**src/rtl/lcd_msg_writer.sv**
```systemverilog
// lcd_msg_writer: Avalon-MM master that puts the active effect name on the
// 16x2 character LCD. Each sequence is clear display, cursor home, then
// MSG_LEN characters on line 1; a change of mode restarts the sequence.
module lcd_msg_writer #(
  parameter int         MSG_LEN   = 16,
  parameter logic [7:0] CLEAR_CMD = 8'h01,
  parameter logic [7:0] HOME_CMD  = 8'h80
) (
  input  logic       clk,
  input  logic       reset_n,
  input  logic [1:0] mode,
  output logic       address,
  output logic       chipselect,
  output logic       write,
  output logic [7:0] writedata,
  input  logic       waitrequest,
  output logic       busy,
  output logic       done
);

  localparam int IDX_W = (MSG_LEN > 1) ? $clog2(MSG_LEN) : 1;
  localparam logic [IDX_W-1:0] LAST_IDX = IDX_W'(MSG_LEN - 1);

  // Effect names, right-aligned in an 11-character field.
  localparam logic [87:0] STR_COLOUR = {40'h0, "COLOUR"};
  localparam logic [87:0] STR_BLUR   = {56'h0, "BLUR"};
  localparam logic [87:0] STR_BRIGHT = {8'h0, "BRIGHTNESS"};
  localparam logic [87:0] STR_EDGE   = "EDGE DETECT";

  typedef enum logic [2:0] {
    ST_START = 3'd0,
    ST_CLEAR = 3'd1,
    ST_HOME  = 3'd2,
    ST_CHARS = 3'd3,
    ST_DONE  = 3'd4
  } state_t;

  // Character pos of a right-aligned string of length len; space past its end.
  function automatic logic [7:0] str_char(input logic [87:0] str, input int len, input int pos);
    logic [87:0] shifted;
    logic [7:0]  ch;
    shifted = '0;
    if (pos < len) begin
      shifted = str >> (8 * (len - 1 - pos));
      ch      = shifted[7:0];
    end else begin
      ch = 8'h20;
    end
    return ch;
  endfunction

  // Message ROM: character i of the name for effect m, space padded.
  function automatic logic [7:0] rom_char(input logic [1:0] m, input logic [IDX_W-1:0] i);
    int         pos;
    logic [7:0] ch;
    pos = int'(i);
    case (m)
      2'd0:    ch = str_char(STR_COLOUR, 6, pos);
      2'd1:    ch = str_char(STR_BLUR, 4, pos);
      2'd2:    ch = str_char(STR_BRIGHT, 10, pos);
      2'd3:    ch = str_char(STR_EDGE, 11, pos);
      default: ch = 8'h20;
    endcase
    return ch;
  endfunction

  state_t           state_q, state_d;
  logic [1:0]       mode_q, mode_d;
  logic             pending_q, pending_d;
  logic [IDX_W-1:0] idx_q, idx_d;
  logic             write_q, write_d;
  logic             chipselect_q;
  logic             address_q, address_d;
  logic [7:0]       writedata_q, writedata_d;
  logic             busy_q, busy_d;
  logic             done_q, done_d;

  logic             accept_s;
  logic             restart_s;
  logic             load_clear_s;

  assign accept_s  = write_q & ~waitrequest;
  // A mode seen differing now or earlier (even if it has since returned) forces a restart.
  assign restart_s = pending_q | (mode != mode_q);

  // Next-state and next-output logic for the message sequencer.
  always_comb begin
    state_d      = state_q;
    mode_d       = mode_q;
    pending_d    = restart_s;
    idx_d        = idx_q;
    write_d      = write_q;
    address_d    = address_q;
    writedata_d  = writedata_q;
    busy_d       = busy_q;
    done_d       = done_q;
    load_clear_s = 1'b0;

    case (state_q)
      ST_START: begin
        load_clear_s = 1'b1;
      end
      ST_CLEAR: begin
        if (accept_s) begin
          if (restart_s) begin
            load_clear_s = 1'b1;
          end else begin
            state_d     = ST_HOME;
            address_d   = 1'b0;
            writedata_d = HOME_CMD;
          end
        end else begin
          state_d = ST_CLEAR;
        end
      end
      ST_HOME: begin
        if (accept_s) begin
          if (restart_s) begin
            load_clear_s = 1'b1;
          end else begin
            state_d     = ST_CHARS;
            idx_d       = {IDX_W{1'b0}};
            address_d   = 1'b1;
            writedata_d = rom_char(mode_q, {IDX_W{1'b0}});
          end
        end else begin
          state_d = ST_HOME;
        end
      end
      ST_CHARS: begin
        if (accept_s) begin
          if (restart_s) begin
            load_clear_s = 1'b1;
          end else if (idx_q == LAST_IDX) begin
            state_d = ST_DONE;
            write_d = 1'b0;
            busy_d  = 1'b0;
            done_d  = 1'b1;
          end else begin
            idx_d       = idx_q + IDX_W'(1);
            writedata_d = rom_char(mode_q, idx_q + IDX_W'(1));
          end
        end else begin
          state_d = ST_CHARS;
        end
      end
      ST_DONE: begin
        if (restart_s) begin
          state_d = ST_START;
          done_d  = 1'b0;
        end else begin
          state_d = ST_DONE;
        end
      end
      default: begin
        state_d = ST_START;
        write_d = 1'b0;
        busy_d  = 1'b0;
        done_d  = 1'b0;
      end
    endcase

    // Starting (or restarting) a sequence: recapture mode and present the clear command.
    if (load_clear_s) begin
      state_d     = ST_CLEAR;
      mode_d      = mode;
      pending_d   = 1'b0;
      idx_d       = {IDX_W{1'b0}};
      write_d     = 1'b1;
      address_d   = 1'b0;
      writedata_d = CLEAR_CMD;
      busy_d      = 1'b1;
      done_d      = 1'b0;
    end else begin
      pending_d = restart_s;
    end
  end

  // State and output registers; reset drops every output immediately.
  always_ff @(posedge clk or negedge reset_n) begin
    if (!reset_n) begin
      state_q      <= ST_START;
      mode_q       <= 2'd0;
      pending_q    <= 1'b0;
      idx_q        <= {IDX_W{1'b0}};
      write_q      <= 1'b0;
      chipselect_q <= 1'b0;
      address_q    <= 1'b0;
      writedata_q  <= 8'h00;
      busy_q       <= 1'b0;
      done_q       <= 1'b0;
    end else begin
      state_q      <= state_d;
      mode_q       <= mode_d;
      pending_q    <= pending_d;
      idx_q        <= idx_d;
      write_q      <= write_d;
      chipselect_q <= write_d;
      address_q    <= address_d;
      writedata_q  <= writedata_d;
      busy_q       <= busy_d;
      done_q       <= done_d;
    end
  end

  assign address    = address_q;
  assign chipselect = chipselect_q;
  assign write      = write_q;
  assign writedata  = writedata_q;
  assign busy       = busy_q;
  assign done       = done_q;

endmodule

```
**config.mk**
```make
export PLATFORM = sky130hd
export DESIGN_NAME = lcd_msg_writer
export DESIGN_NICKNAME = d
export VERILOG_FILES = /design/src/rtl/lcd_msg_writer.sv
export SDC_FILE = /design/constraint.sdc
export NUM_CORES = 1
export LEC_CHECK = 0
export BUFFER_PORTS_ARGS = -buffer_cell sky130_fd_sc_hd__clkbuf_2
export CELL_PAD_IN_SITES_DETAIL_PLACEMENT = 2
export CELL_PAD_IN_SITES_GLOBAL_PLACEMENT = 2
export CORE_ASPECT_RATIO = 1.25
export CORE_UTILIZATION = 36
export CTS_CLUSTER_SIZE = 8
export DETAILED_ROUTE_END_ITERATION = 10
export HOLD_SLACK_MARGIN = 0.06
export PLACE_DENSITY = 0.86
export SYNTH_ARGS = -nofsm -noshare
export SYNTH_HDL_FRONTEND = slang
export SYNTH_SLANG_ARGS = --single-unit
```
**constraint.sdc**
```tcl
create_clock -name clk -period 3.8 [get_ports clk]
set_clock_uncertainty 0.15 [all_clocks]
set_input_delay 0.57 -clock clk [delete_from_list [all_inputs] [get_ports clk]]
set_output_delay 0.57 -clock clk [all_outputs]
set_load 0.02 [all_outputs]
```
* Word level (Yosys, flattened, before mapping)
Index checks and enable logic that the tools add are counted.
** Storage, ports and cells
- Word-level logic and storage cells :: 117
- Register bits after elaboration :: 21
- Output and inout bits :: 13
** Cells by class
- Bitwise logic cells :: 3
- Reductions and logical operators :: 15
- Add/subtract/negate cells :: 5
- Shift-type cells :: 4
- Multiplexer cells :: 53
- Order comparisons :: 4
- Equal/unequal tests :: 25
** Operators with widths (count)
- $mux 8 :: 12
- $shr 87x32->8 const A :: 1
- $shr 79x32->8 const A :: 1
- $pmux 8 s3 :: 2
- $shr 47x32->8 const A :: 1
- $pmux 8 s4 :: 1
- $shr 31x32->8 const A :: 1
- $mux 3 :: 9
- $ne 3x3->1 const B :: 9
- $mux 4 :: 6
- $mux 1 :: 17
- $ne 4x4->1 const B :: 4
- $pmux 3 s5 :: 1
- $reduce_and 5->1 :: 3
- $sub 4x4->5 const A :: 2
- $lt 4x3->1 const B :: 2
- $lt 4x4->1 const B :: 2
- $pmux 4 s2 :: 1
- $reduce_and 8->1 :: 1
- $eq 3x2->1 const B :: 2
- $pmux 1 s2 :: 3
- $reduce_and 6->1 :: 1
- $reduce_bool 3->1 :: 2
- $reduce_or 3->1 :: 2
- 21 further kinds :: 23

* Depth between registers and ports, before layout
Gate-level depths: netlist (run 1).
- Depth in word-level cells :: 10
- Mapped depth :: 13
- Gate-level depth less buffers :: 11

* Worst setup path before layout (run 1)
OpenSTA, ideal clock, no wires.
- Path type :: register to register
- From :: reg idx_q[0]
- To :: reg writedata_q[3], in the netlist writedata[3]
- Path slack :: 759 ps
- Arrival time :: 2813 ps
- Cell stages (with the launch flop) :: 14
- Period minus slack after synthesis :: 3041 ps
- Setup time :: 78 ps
- Path buffers :: 2
- Data required time :: 3572 ps
- Path through :: dfrtp_1 > buf_2 > inv_2 > ha_1 > ha_1 > clkbuf_1 > inv_1 > ha_1 > a21boi_0 > a311oi_1 > o211ai_1 > o22a_1 > o22a_1 > o21ai_1
** Between the ends
- Word-level cells in the longest chain between the ends :: 10
- Elaborated cells on any way between the ends :: 26
- Classes of those cells :: 5 x add/sub; 4 x order compare; 2 x eq/ne; 4 x shift; 10 x mux; 1 x reduce/logical
** RTL lines
- start, declared :: line 70 : logic [IDX_W-1:0] idx_q, idx_d;
- start signal, assigned :: line 185 : idx_q <= {IDX_W{1'b0}};
- start signal, assigned :: line 196 : idx_q <= idx_d;
- $add 4x1->4 :: line 141 : writedata_d = rom_char(mode_q, idx_q + IDX_W'(1));
- $sub 4x4->5 (tied with other cells) :: line 44 : shifted = str >> (8 * (len - 1 - pos));
- $shr 87x32->8 (tied with other cells) :: line 44
- $mux 8 :: line 43 : if (pos < len) begin
- $pmux 8 s4 :: line 57 : case (m)
- $mux 8 :: line 134 : end else if (idx_q == LAST_IDX) begin
- $mux 8 :: line 132 : if (restart_s) begin
- $mux 8 :: line 131 : if (accept_s) begin
- $pmux 8 s3 :: line 99 : case (state_q)
- $mux 8 :: line 164 : if (load_clear_s) begin
- end signal, assigned :: line 200 : writedata_q <= writedata_d;
- end, declared :: line 74 : logic [7:0] writedata_q, writedata_d;
Several ways; a longest one is shown, not always the timed one. The select of a mux whose other input is x is not followed.
A chain may end at the register's enable or synchronous reset.

* Final worst setup path (run 1)
Ends and elaborated chain as after synthesis.

==> reports/results.tsv, run 1 <==
stage	metric	value	unit
cts	cts_sinks	21	
global_route	grt_max_degree	22	
finish	final_common_cell	nand2_1	
floorplan	die_y	91.4	um
synth	synth-edff-count	0	
synth	ys_async_sr_fraction	100	%
pwr	p_seq_share	26.1	%
finish	layout_common_cells	nand2_1 (28), nor2_1 (22), dfrtp_1 (21)	
pwr	p_clk_share	12.6	%
global_route	grt_antenna_before_repair	0	
cts	cts_resized	0	
detailed_routing	avgRoutedWirePerCell	21.7	um
pwr	pwr-share-comb	61.3	%
timing	worstMarginPinSlew	0.629	ns
finish	final_area	0.00247	mm^2
placement	gp_congestion	0.903	
pwr	p_leak	1.03	nW
detailed_routing	dr.pass1.iters	4	
timing	fmax	293	MHz
setup_path	crit_type	reg2reg	
placement	portBuffers	17	
synth	synth_nets	310	
pwr	ir_drop	0.194	mV
synth	netlist_area	0.00230	mm^2
cts	cts_buffers	3	
detailed_routing	routed-via-count	2349	
detailed_routing	drtIter0Drc	70	
global_route	grt_overflow	0	
finish	n_antenna_cell	0	
global_route	grt_pass1_wl	13400	um
synth	synth_area_per_cell	7.88	um^2
finish	drive_above_1_share	16.1	%
setup_path	crit_fanout	14	
detailed_routing	drc_errors	0	
finish	nNetsFinal	318	
outcome	outcome	finished clean	
timing	slew_viol_final	0	
synth	netlist_instances	292	
timing	tns	0	ns
pwr	p_per_area	544	mW/mm^2
floorplan	ioPinCount	18	
finish	layoutNonFillerInstCount	384	
timing	setup_viol	0	
detailed_routing	ant_nets	0	
cts	postCtsSetupRepairBufs	0	
global_route	grt_usage	26.7	%
synth	synth_seq_area_share	22.8	%
timing	slew_headroom	57.8	%
cts	cts_tree	yes	
floorplan	rows	32	
placement	dp.cells	380	
detailed_routing	via_per_inst	6.12	
placement	place_area	0.00242	mm^2
floorplan	coreArea	0.00617	mm^2
setup_path	critPathCaptureType	register	
placement	post-dp-hpwl	6380	um
floorplan	die_area	0.00672	mm^2
cts	cts_hold_buf	0	
setup_path	cp.required	3.86	ns
setup_path	crit_path_start_kind	register	
floorplan	initial_core_util	37.3	%
timing	rsz0062_at_grt	no	
cts	htreeDepth	1	
worst_hold_path	hold_class	in2async	
timing	post-route-min-period	3.42	ns
synth	synth_ff_type	dfrtp_1	
detailed_routing	wl	8320	um
finish	syn_to_final_growth	7.39	%
run	max_cap_violations	0	
cts	clock-root-buffer	clkbuf_8	
cts	clk_pin_slew	0.09	ns
cts	clock_path_buffers	2	
cts	clk_latency	0.29	ns
timing	whs	0.120	ns
synth	synth.distinct_cells	75	
timing	period_share	89.9	%
finish	fillCellCount	736	
timing	hold_viol_final	0	
floorplan	die_w	73.5	um
setup_path	critPathArrivalTime	3.48	ns
synth	ys_ff_latch	21	
global_route	grt_pass1_vias	2454	
synth	synth_warnings	0	
pwr	p_int	0.636	mW
pwr	switching_share	52.8	%
pwr	power.switching	0.710	mW
[metal layers]
layer  vias to the layer above  wire length, um  global-route usage, %  share of wire (%)
met1                      1202             3370                   30.8                 41
met5                         -                0                      0                  0
met4                         0              287                   13.0                3.5
met3                        22              124                  0.999                1.5
li1                       1079                -                      -                  -
met2                        46             4530                   48.8                 54
[cell families (layout without fill, tap and decap cells)]
| kind of cell | Yosys count | in the layout | synth area share (%) |
|---|---|---|---|
| buffers and inverters | 40 | 47 | 8.59 |
| AOI/OAI and AO/OA | 100 | 100 | 30.6 |
| muxes | 2 | 2 | 0.870 |
| adders and majority gates | 15 | 15 | 7.93 |
| and+or+nand+nor | 106 | 106 | 24.9 |
| DFF | 21 | 21 | 22.8 |
| xor gates and xnor gates | 8 | 8 | 4.29 |
[cells in the mapped netlist, types with 2 or more instances]
| cell type | number | area share (%) |
|---|---|---|
| a211oi_1 | 3 | 0.98 |
| a21boi_0 | 5 | 1.6 |
| a21o_1 | 2 | 0.65 |
| a21oi_1 | 19 | 4.1 |
| a22o_1 | 2 | 0.76 |
| a22oi_1 | 3 | 0.98 |
| a311oi_1 | 2 | 0.76 |
| a31oi_1 | 2 | 0.54 |
| a32o_1 | 2 | 0.87 |
| and2_1 | 2 | 0.54 |
| buf_2 | 5 | 1.1 |
| buf_4 | 5 | 1.6 |
| buf_6 | 3 | 1.5 |
| clkbuf_1 | 8 | 1.3 |
| dfrtp_1 | 21 | 23 |
| ha_1 | 13 | 7.1 |
| inv_1 | 14 | 2.3 |
| inv_2 | 3 | 0.49 |
| maj3_1 | 2 | 0.87 |
| mux2i_1 | 2 | 0.87 |
| nand2_1 | 28 | 4.6 |
| nand2b_1 | 10 | 2.7 |
| nand3_1 | 10 | 2.2 |
| nand3b_1 | 2 | 0.65 |
| nand4_1 | 4 | 1.1 |
| nor2_1 | 22 | 3.6 |
| nor2b_1 | 4 | 1.1 |
| nor3_1 | 7 | 1.5 |
| nor3_2 | 2 | 0.87 |
| nor4_1 | 2 | 0.54 |
| nor4_2 | 2 | 1.1 |
| nor4b_1 | 2 | 0.76 |
| o21ai_0 | 19 | 4.1 |
| o21ai_1 | 6 | 1.3 |
| o221ai_1 | 3 | 1.1 |
| o22a_1 | 3 | 1.1 |
| o22ai_1 | 3 | 0.82 |
| o311ai_0 | 2 | 0.76 |
| o311ai_1 | 2 | 0.76 |
| o31ai_1 | 2 | 0.65 |
| o41ai_1 | 2 | 0.76 |
| xnor2_1 | 3 | 1.1 |
| xor2_1 | 2 | 0.76 |
[layout make-up]
type	instances	area (um^2)	area share [%]
flip-flops and latches	21	526	21.3
multi-input cells	231	1580	64.0
clock inverters	1	5.00	0.202
repair buffers	25	145	5.87
clock buffers	3	41.3	1.67
well taps	85	106	4.30
inverters	18	67.6	2.73
[power by group through the flow]
stage | logic (mW) | clock network [mW] | registers, mW
after floorplan | 0.572 | 0 | 0.345
after global placement | 0.782 | 0 | 0.350
after detailed placement | 0.815 | 0 | 0.357
after CTS | 0.824 | 0.173 | 0.352
after global routing | 0.904 | 0.180 | 0.360
final | 0.825 | 0.169 | 0.352
[critical path: stages (launching register included)]
cell      delay [ns]
dfrtp_1         0.56
ha_1            0.33
xnor2_2         0.31
ha_2            0.35
inv_1           0.11
ha_1            0.23
a21boi_0        0.13
a311oi_1        0.39
o211ai_1        0.24
o22a_1          0.26
o22a_1          0.17
o21ai_1         0.11
[sequential cells by signal, summed over array words and instances, names as in the netlist]
| name | flops |
|---|---|
| pending_q | 1 |
| idx_q | 4 |
| address | 1 |
| state_q | 3 |
| done | 1 |
| busy | 1 |
| writedata | 8 |
| mode_q | 2 |
[per-stage QoR]
stage | power [mW] | utilization, % | setup slack [ns]
after floorplan | 0.917 | - | 0.759
after global placement | 1.13 | 39.3 | 0.541
after detailed placement | 1.17 | 39.3 | 0.413
after CTS | 1.35 | 40.1 | 0.327
after global routing | 1.44 | 40.1 | 0.0744
final | 1.35 | 40.1 | 0.382
[final timing paths]
kind / start / end / slack, ns / cells past startpoint
max in group asynchronous: reset_n / writedata[5] / 2.97 / 1
hold / removal: reset_n / writedata[7] / 0.12 / 1
setup reg to reg: idx_q[0] / writedata[3] / 0.38 / 11
hold reg to reg: writedata[4] / writedata[4] / 0.34 / 2
setup / recovery: idx_q[0] / writedata[3] / 0.38 / 11
min in group clk: writedata[4] / writedata[4] / 0.34 / 2
(Power assumes the default switching activity.)
==> run 2: changes to the inputs <==
- PLACE_DENSITY: 0.86 -> not set
- PLACE_DENSITY_LB_ADDON: not set -> 0.25
- TNS_END_PERCENT: not set -> 1
==> run 2 against run 1 <==
Net effect: combinational power is 2% lower; sequential cell count unchanged; fmax is 3.0% lower; power decreased by 1.3%; critical path depth unchanged; first-iteration DRC count up 20%; clock-buffer cell count did not move; via count down 2.1%; register-to-register slack lost 0.11 ns; worst setup slack got worse by 0.11 ns; cell count increased by 0.26%; utilization grew 0.12 points; largest cell class unchanged; highest routed layer unchanged.
==> reports/results.tsv, run 2 (synthesized netlist as in run 1, its figures left out) <==
stage	metric	value	unit
timing	post-route-min-period	3.52	ns
setup_path	critPathCaptureType	register	
cts	cts_hold_buf	0	
detailed_routing	ant_nets	0	
placement	dpl_worst_slack	0.318	ns
global_route	grt_usage	26.2	%
global_route	grt_overflow	0	
timing	rsz0062_at_grt	no	
floorplan	die_w	73.5	um
setup_path	reg2reg_slack	0.28	ns
timing	slew_viol_final	0	
pwr	p_clk_share	12.4	%
setup_path	crit_path_start_kind	register	
cts	clk_pin_slew	0.09	ns
pwr	p_int	0.636	mW
detailed_routing	via_per_inst	5.97	
global_route	grt_pass1_wl	13300	um
cts	htreeDepth	1	
cts	cts_resized	0	
finish	largest_register_ffs	8	
setup_path	r2r_cells	11	
timing	worstMarginPinSlew	0.601	ns
global_route	grt_antenna_before_repair	0	
pwr	p_seq_share	26.6	%
cts	clock_path_buffers	2	
floorplan	ioPinCount	18	
finish	fillCellCount	753	
finish	nNetsFinal	319	
cts	cts_buffers	3	
global_route	grt_max_degree	22	
finish	final_common_cell	nand2_1	
floorplan	initial_core_util	37.3	%
placement	dp.cells	381	
cts	clock-root-buffer	clkbuf_8	
detailed_routing	drtIter0Drc	84	
detailed_routing	drc_errors	0	
detailed_routing	dr.pass1.iters	4	
pwr	p_leak	1.04	nW
finish	syn_to_final_growth	7.72	%
pwr	p_per_area	535	mW/mm^2
setup_path	critPathArrivalTime	3.57	ns
finish	drive_above_1_share	16.0	%
run	max_cap_violations	0	
setup_path	crit_fanout	15	
timing	period_share	92.7	%
floorplan	coreArea	0.00617	mm^2
timing	whs	0.129	ns
placement	gp_congestion	0.905	
floorplan	rows	32	
worst_hold_path	hold_class	in2async	
pwr	switching_share	52.1	%
timing	setup_viol	0	
timing	setup_slack	0.276	ns
global_route	grt_pass1_vias	2469	
outcome	outcome	finished clean	
detailed_routing	avgRoutedWirePerCell	21.2	um
placement	portBuffers	17	
floorplan	die_y	91.4	um
cts	cts_tree	yes	
finish	n_antenna_cell	0	
timing	slew_headroom	60.0	%
cts	cts_sinks	21	
timing	fmax	284	MHz
setup_path	crit_type	reg2reg	
setup_path	cp.required	3.84	ns
detailed_routing	routed-via-count	2299	
pwr	pwr-share-comb	61.0	%
timing	hold_viol_final	0	
finish	layoutNonFillerInstCount	385	
placement	post-dp-hpwl	6290	um
pwr	power.switching	0.692	mW
cts	clk_latency	0.28	ns
timing	tns	0	ns
finish	layout_common_cells	nand2_1 (28), nor2_1 (22), dfrtp_1 (21)	
floorplan	die_area	0.00672	mm^2
detailed_routing	wl	8150	um
pwr	ir_drop	0.172	mV
cts	postCtsSetupRepairBufs	0	
## run 2: cell count changes in the layout (fill, tap and decap cells not counted)
cell and delta:
clkinvlp_4 +1, ha_2 -1, ha_1 +1, buf_4 +1, clkinv_2 -1
## run 2: metrics by stage
| stage | total power [mW] | util [%] | area, um^2 |
|---|---|---|---|
| after floorplan | 0.917 | - | 2300 |
| after global placement | 1.14 | 39.4 | 2430 |
| after detailed placement | 1.17 | 39.4 | 2430 |
| after CTS | 1.34 | 40.2 | 2480 |
| after global routing | 1.43 | 40.2 | 2480 |
| final | 1.33 | 40.2 | 2480 |
## run 2: final timing paths
check,startpoint,endpoint
setup / recovery,idx_q[0],writedata[3]
hold reg to reg,writedata[4],writedata[4]
hold / removal,reset_n,writedata[7]
max in group asynchronous,reset_n,writedata[5]
setup reg to reg,idx_q[0],writedata[3]
min in group clk,writedata[4],writedata[4]
## run 2: metal layers
layer	vias up	GRT usage, %	share of wire (%)
met1	1180	30.6	41
met4	0	7.53	1.4
li1	1078	-	-
met3	11	2.44	1.9
met5	-	0	0
met2	30	48.9	56
## run 2: area by class of cell
class | count | area (um^2) | area share (%)
Sequential cell | 21 | 526 | 21.2
Inverter | 18 | 67.6 | 2.72
Clock buffer | 3 | 41.3 | 1.66
Multi-Input combinational cell | 231 | 1580 | 63.7
Clock inverter | 1 | 7.51 | 0.303
Timing Repair Buffer | 26 | 153 | 6.16
Tap cell | 85 | 106 | 4.29
## run 2: power groups by stage
| stage | clock network, mW | logic (mW) | registers [mW] |
|---|---|---|---|
| 6_report | 0.165 | 0.810 | 0.353 |
| 5_1_grt | 0.178 | 0.891 | 0.361 |
| 4_1_cts | 0.170 | 0.818 | 0.354 |
| 2_1_floorplan | 0 | 0.572 | 0.345 |
| 3_5_place_dp | 0 | 0.814 | 0.359 |
| 3_3_place_gp | 0 | 0.788 | 0.353 |
## run 2: worst max-delay path, stage by stage, from the launching register on
cell and delay [ns]:
dfrtp_1 0.56, ha_1 0.34, xnor2_2 0.34, ha_1 0.45, inv_1 0.14, ha_1 0.23, a21boi_0 0.13, a311oi_1 0.32
o211ai_1 0.22, o22a_1 0.25, o22a_1 0.17, o21ai_1 0.14
